[src/rtl/mem_bus_pkg.sv]
// Shared constants and types for the CPU-side memory arbiter.
// Holds the channel numbering, latency ceiling, arbitration modes and tag sizing.
package mem_bus_pkg;

  localparam int PORT_DMEM       = 0;
  localparam int PORT_IMEM       = 1;
  localparam int MAX_MEM_LATENCY = 4;

  typedef enum logic {
    ARB_FIXED = 1'b0,
    ARB_RR    = 1'b1
  } arb_mode_e;

  // A single requester still needs a 1-bit tag.
  function automatic int tag_w(input int num_ports);
    return (num_ports <= 2) ? 1 : $clog2(num_ports);
  endfunction

endpackage

[src/rtl/mem_arbiter_if.sv]
// Requester channels plus the single-ported memory command/return bus.
// slave = arbiter view, master = requesters and memory.
interface mem_arbiter_if #(
  parameter int NUM_PORTS = 2,
  parameter int ADDR_W    = 32,
  parameter int DATA_W    = 32
);
  logic [NUM_PORTS-1:0]        req;
  logic [NUM_PORTS-1:0]        we;
  logic [NUM_PORTS*ADDR_W-1:0] addr;
  logic [NUM_PORTS*DATA_W-1:0] wdata;
  logic [NUM_PORTS-1:0]        gnt;
  logic [NUM_PORTS-1:0]        rvalid;
  logic [DATA_W-1:0]           rdata;
  logic                        mem_read;
  logic                        mem_write;
  logic [ADDR_W-1:0]           mem_addr;
  logic [DATA_W-1:0]           mem_wdata;
  logic [DATA_W-1:0]           mem_rdata;

  modport slave (
    input  req, we, addr, wdata, mem_rdata,
    output gnt, rvalid, rdata, mem_read, mem_write, mem_addr, mem_wdata
  );

  modport master (
    output req, we, addr, wdata, mem_rdata,
    input  gnt, rvalid, rdata, mem_read, mem_write, mem_addr, mem_wdata
  );
endinterface

[src/rtl/rr_arbiter.sv]
// Picks one requester: lowest index (fixed) or first at/after ptr (round-robin).
// Purely combinational, 0 cycles; a losing request simply sees no grant.
module rr_arbiter
  import mem_bus_pkg::*;
#(
  parameter int NUM_PORTS = 2,
  parameter int TAG_W     = tag_w(NUM_PORTS)
) (
  input  logic [NUM_PORTS-1:0] req,
  input  logic [TAG_W-1:0]     ptr,
  input  arb_mode_e            mode,
  output logic [NUM_PORTS-1:0] gnt,
  output logic                 win_vld,
  output logic [TAG_W-1:0]     win_idx,
  output logic [TAG_W-1:0]     ptr_next
);

  logic [TAG_W-1:0] start;
  logic [TAG_W-1:0] idx;

  always_comb begin
    gnt      = '0;
    win_vld  = 1'b0;
    win_idx  = '0;
    ptr_next = ptr;
    idx      = '0;
    start    = (mode == ARB_RR) ? ptr : '0;
    for (int k = 0; k < NUM_PORTS; k++) begin
      idx = TAG_W'((int'(start) + k) % NUM_PORTS);
      if (!win_vld && req[idx]) begin
        win_vld  = 1'b1;
        win_idx  = idx;
        gnt[idx] = 1'b1;
        ptr_next = (int'(idx) == NUM_PORTS - 1) ? '0 : TAG_W'(int'(idx) + 1);
      end
    end
  end

endmodule

[src/rtl/mem_arbiter.sv]
// Shares one single-ported memory among NUM_PORTS channels, one command per cycle.
// Grant is same-cycle; read data returns MEM_LATENCY cycles later in issue order.
module mem_arbiter
  import mem_bus_pkg::*;
#(
  parameter int NUM_PORTS   = 2,
  parameter int ADDR_W      = 32,
  parameter int DATA_W      = 32,
  parameter int MEM_LATENCY = 1,
  parameter int RR_MODE     = 0
) (
  input logic          clk,
  input logic          reset,
  mem_arbiter_if.slave bus
);

  localparam int        TAG_W = tag_w(NUM_PORTS);
  localparam arb_mode_e MODE  = (RR_MODE != 0) ? ARB_RR : ARB_FIXED;

  typedef struct packed {
    logic             vld;
    logic [TAG_W-1:0] tag;
  } ret_t;

  logic [NUM_PORTS-1:0] arb_gnt;
  logic                 win_vld;
  logic [TAG_W-1:0]     win_idx;
  logic [TAG_W-1:0]     ptr;
  logic [TAG_W-1:0]     ptr_next;
  logic                 issue;
  ret_t                 pipe [MEM_LATENCY];
  ret_t                 tail;

  rr_arbiter #(
    .NUM_PORTS (NUM_PORTS),
    .TAG_W     (TAG_W)
  ) u_arb (
    .req      (bus.req),
    .ptr      (ptr),
    .mode     (MODE),
    .gnt      (arb_gnt),
    .win_vld  (win_vld),
    .win_idx  (win_idx),
    .ptr_next (ptr_next)
  );

  // Nothing may be accepted while reset is held, even though req is live.
  assign issue   = win_vld & ~reset;
  assign bus.gnt = issue ? arb_gnt : '0;

  always_comb begin
    bus.mem_read  = 1'b0;
    bus.mem_write = 1'b0;
    bus.mem_addr  = '0;
    bus.mem_wdata = '0;
    if (issue) begin
      bus.mem_read  = ~bus.we[win_idx];
      bus.mem_write = bus.we[win_idx];
      bus.mem_addr  = bus.addr[int'(win_idx)*ADDR_W +: ADDR_W];
      bus.mem_wdata = bus.wdata[int'(win_idx)*DATA_W +: DATA_W];
    end
  end

  // Tag pipeline mirrors the memory's read latency; writes leave a bubble.
  always_ff @(posedge clk or posedge reset) begin
    if (reset) begin
      ptr <= '0;
      for (int i = 0; i < MEM_LATENCY; i++) pipe[i] <= '0;
    end else begin
      if (win_vld && MODE == ARB_RR) ptr <= ptr_next;
      pipe[0] <= '{vld: win_vld & ~bus.we[win_idx], tag: win_idx};
      for (int i = 1; i < MEM_LATENCY; i++) pipe[i] <= pipe[i-1];
    end
  end

  assign tail = pipe[MEM_LATENCY-1];

  always_comb begin
    bus.rvalid = '0;
    bus.rdata  = '0;
    if (tail.vld) begin
      bus.rvalid[tail.tag] = 1'b1;
      bus.rdata            = bus.mem_rdata;
    end
  end

endmodule
[src/flat_wrapper.sv]
// flat-port wrapper written by rule: the top's interface ports become plain ports
module mem_arbiter_flat import mem_bus_pkg::*;
#(
  parameter int NUM_PORTS   = 2,
  parameter int ADDR_W      = 32,
  parameter int DATA_W      = 32,
  parameter int MEM_LATENCY = 1,
  parameter int RR_MODE     = 0
)
  (clk, reset, bus_req, bus_we, bus_addr, bus_wdata, bus_mem_rdata, bus_gnt, bus_rvalid, bus_rdata, bus_mem_read, bus_mem_write, bus_mem_addr, bus_mem_wdata);
  mem_arbiter_if #(.NUM_PORTS(NUM_PORTS), .ADDR_W(ADDR_W), .DATA_W(DATA_W)) bus_i ();
  input logic clk;
  input logic reset;
  input wire logic [$bits(bus_i.req)-1:0] bus_req;
  input wire logic [$bits(bus_i.we)-1:0] bus_we;
  input wire logic [$bits(bus_i.addr)-1:0] bus_addr;
  input wire logic [$bits(bus_i.wdata)-1:0] bus_wdata;
  input wire logic [$bits(bus_i.mem_rdata)-1:0] bus_mem_rdata;
  output wire logic [$bits(bus_i.gnt)-1:0] bus_gnt;
  output wire logic [$bits(bus_i.rvalid)-1:0] bus_rvalid;
  output wire logic [$bits(bus_i.rdata)-1:0] bus_rdata;
  output wire logic [$bits(bus_i.mem_read)-1:0] bus_mem_read;
  output wire logic [$bits(bus_i.mem_write)-1:0] bus_mem_write;
  output wire logic [$bits(bus_i.mem_addr)-1:0] bus_mem_addr;
  output wire logic [$bits(bus_i.mem_wdata)-1:0] bus_mem_wdata;
  assign bus_i.req = bus_req;
  assign bus_i.we = bus_we;
  assign bus_i.addr = bus_addr;
  assign bus_i.wdata = bus_wdata;
  assign bus_i.mem_rdata = bus_mem_rdata;
  assign bus_gnt = bus_i.gnt;
  assign bus_rvalid = bus_i.rvalid;
  assign bus_rdata = bus_i.rdata;
  assign bus_mem_read = bus_i.mem_read;
  assign bus_mem_write = bus_i.mem_write;
  assign bus_mem_addr = bus_i.mem_addr;
  assign bus_mem_wdata = bus_i.mem_wdata;
  mem_arbiter #(.NUM_PORTS(NUM_PORTS), .ADDR_W(ADDR_W), .DATA_W(DATA_W), .MEM_LATENCY(MEM_LATENCY), .RR_MODE(RR_MODE)) u_core (.clk(clk), .reset(reset), .bus(bus_i));
endmodule
[config.mk]
export PLATFORM = sky130hd
export DESIGN_NAME = mem_arbiter_flat
export DESIGN_NICKNAME = d
export VERILOG_FILES = /design/src/rtl/mem_bus_pkg.sv /design/src/rtl/mem_arbiter_if.sv /design/src/rtl/rr_arbiter.sv /design/src/rtl/mem_arbiter.sv /design/src/flat_wrapper.sv
export SDC_FILE = /design/constraint.sdc
export NUM_CORES = 1
export LEC_CHECK = 0
export CAP_MARGIN = 5
export CORE_AREA = 2 2 103 105
export DETAILED_ROUTE_END_ITERATION = 10
export DIE_AREA = 0 0 105 107
export HOLD_SLACK_MARGIN = 0.08
export SLEW_MARGIN = 20
export SYNTH_ARGS = -nofsm -noshare
export SYNTH_HDL_FRONTEND = slang
export SYNTH_SLANG_ARGS = --single-unit
export TNS_END_PERCENT = 20
[constraint.sdc]
create_clock -name clk -period 1.7 [get_ports clk]
set_clock_uncertainty 0.2 [all_clocks]
set_input_delay 0.34 -clock clk [delete_from_list [all_inputs] [get_ports clk]]
set_output_delay 0.34 -clock clk [all_outputs]
set_load 0.1 [all_outputs]
==> impl_metrics.toml <==
[outcome]
status = "complete, but fails checks"
violations = "negative setup slack"

[die]
fp.dieH_um = 107
die_x_um = 105
ioPinCount = 268
core_mm2 = 0.0101
dieArea_mm2 = 0.0112
row_count = 37
start_util_pct = 11.1

[power_and_ir_drop]
leakage_nw = 2.49
total_power_mw = 2.97
irDropWorstVdd_mv = 0.267
p_per_area_mw_per_mm2 = 472

[logic_synthesis]
ys_warn_count = 0
synthesis.area_mm2 = 0.00112
yosysSeqAreaShare_pct = 4.47
netlist_instances = 134
syn-num-nets = 300
synth-seq-cells = 2
syn_area_per_cell_um2 = 8.35
ys_types = 14

[sta]
rsz0062_at_grt = "yes"
fmax_mhz = 521
finalCritPeriodShare_pct = 113
setup-violations-final = 66
worst_slack_ns = -0.219
max_slew_margin_pct = 83.7
tightest_slew_ns = 0.246
setup_tns_ns = -12.09
timing.hold.ws_ns = 0.157
fin_crit_ns = 1.92
final_hold_viol_count = 0
drv_slew = 0

[worst_setup_path]
cp_slowest_stage_delay_ns = 0.32
critPathTopFamily = "buffers and inverters"
crit_buf_inv = 5
critPathMaxFanout = 7
crit_path_start_kind = "input pin"
required_ns = 1.16
crit_path_end_kind = "primary output"
cp_slowest_cell = "a32o_4"
cp_common_cell = "buf_12"
path_cells = "buf_6 -> nand2b_4 -> buf_12 -> inv_16 -> buf_16 -> a32o_4 -> buf_12"
cp.arrival_ns = 1.38
path_class = "input pin to primary output"

[cells_and_area]
largest_register_ffs = 2
regArea_um2 = 50.0
final_cell_mix = "161 x clkdlybuf4s50_1, 115 x buf_12, 49 x a32o_4"
final_core_util_pct = 62.3
stdcell_count = 555
top_register = "u_core.pipe"
multi_input_area_mm2 = 0.00156
antenna-diode-count = 0
layout.nets = 587
drive_gt1_share_pct = 56.6
top_regs = "u_core.pipe x2"
layout_commonest_cell = "clkdlybuf4s50_1"
syn_to_final_growth_pct = 462
postLayoutCellArea_mm2 = 0.00629
fillCellCount = 799

[clock_tree]
clock_tree.root_cell = "clkbuf_8"
cts_max_level = 1
cts_sinks = 2
cts_hold_buffers = 0
clockBufferDepth = 2
cts_tree = "built"
numCtsBuffers = 3
clk_pin_slew_ns = 0.03

[drt]
wl_per_cell_um = 20.3
drt_iter0_drc = 91
ant_nets = 0
dr_total_vias = 2499
drt-total-wl_mm = 11.3
drcViolationCount = 0
drtPass1Iterations = 4
via_per_inst = 4.50

[min_path]
min_path_type = "input pin to async pin"

[placement]
hpwlAfterDp_mm = 8.43
dp.cells = 533
placed_cell_area_mm2 = 0.00567
dp_slack_ns = -0.627
numPortBuffers = 267
gp_congestion = 0.745

[global_routing]
grt-ovfl-total = 0
grt_pass1_wl_mm = 16.4
groute.usage.overall_pct = 18.9
antenna_found_initial = 0
first_global_vias = 2760
grt_max_degree = 35

[job]
maxCapViolCount = 0
final timing paths:
| check | start | end | slack [ns] | depth (start not counted) |
|---|---|---|---|---|
| max in group asynchronous | reset | u_core.pipe[1]$_DFF_PP0_ | 1.04 | 5 |
| max | bus_req[0] | bus_mem_wdata[12] | -0.22 | 7 |
| min | reset | u_core.pipe[0]$_DFF_PP0_ | 0.16 | 5 |
| min in group clk | bus_we[1] | u_core.pipe[1]$_DFF_PP0_ | 0.28 | 2 |
synthesized netlist by cell type, drive strengths merged:
| master | instances | area [um^2] |
|---|---|---|
| and2 | 33 | 206 |
| o22ai | 1 | 6.26 |
| dfrtp | 2 | 50.1 |
| inv | 4 | 15.0 |
| o32ai | 1 | 8.76 |
| clkbuf | 5 | 18.8 |
| nand2b | 2 | 20.0 |
| nor2b | 1 | 6.26 |
| a32o | 65 | 651 |
| buf | 19 | 133 |
| nor2 | 1 | 3.75 |
area by class of cell:
| cell class | count | share of cell area (%) |
|---|---|---|
| Multi-Input combinational cell | 104 | 24.8 |
| Inverter | 4 | 0.816 |
| Clock buffer | 3 | 0.657 |
| Timing Repair Buffer | 305 | 70.0 |
| Tap cell | 136 | 2.71 |
| Sequential cell | 2 | 0.796 |
| Timing Repair inverter | 1 | 0.259 |
report_power, final:
part	total (mW)	switching, mW	internal [mW]	leakage [nW]
Sequential	0.0535	0.00253	0.0510	0.0253
Combinational	2.73	1.50	1.23	2.44
Clock	0.187	0.0374	0.150	0.0216
cells by family (layout without fill, tap and decap cells):
family / count (synthesis) / after routing / share of synthesized area, %
compound gates: 67 / 67 / 59.5
simple gates: 37 / 37 / 21.1
buf+inv: 28 / 313 / 14.9
flops: 2 / 2 / 4.47
per-layer routing:
metal  wire (um)  GRT usage (%)  vias to the layer above
li1            -              -                     1162
met1        4020           21.0                     1201
met2        6340           36.4                      124
met3         740           4.86                       12
met4         161           3.62                        0
met5           0              0                        -
repair_timing:
| item | CTS | global route |
|---|---|---|
| endpoints found under the setup margin | 72 | 90 |
| pin swaps | 34 | 25 |
| cloned | 12 | 1 |
| setup buffers | 6 | 2 |
| resized for setup | 54 | 20 |
No activity file was read; power rests on OpenSTA's default activity.
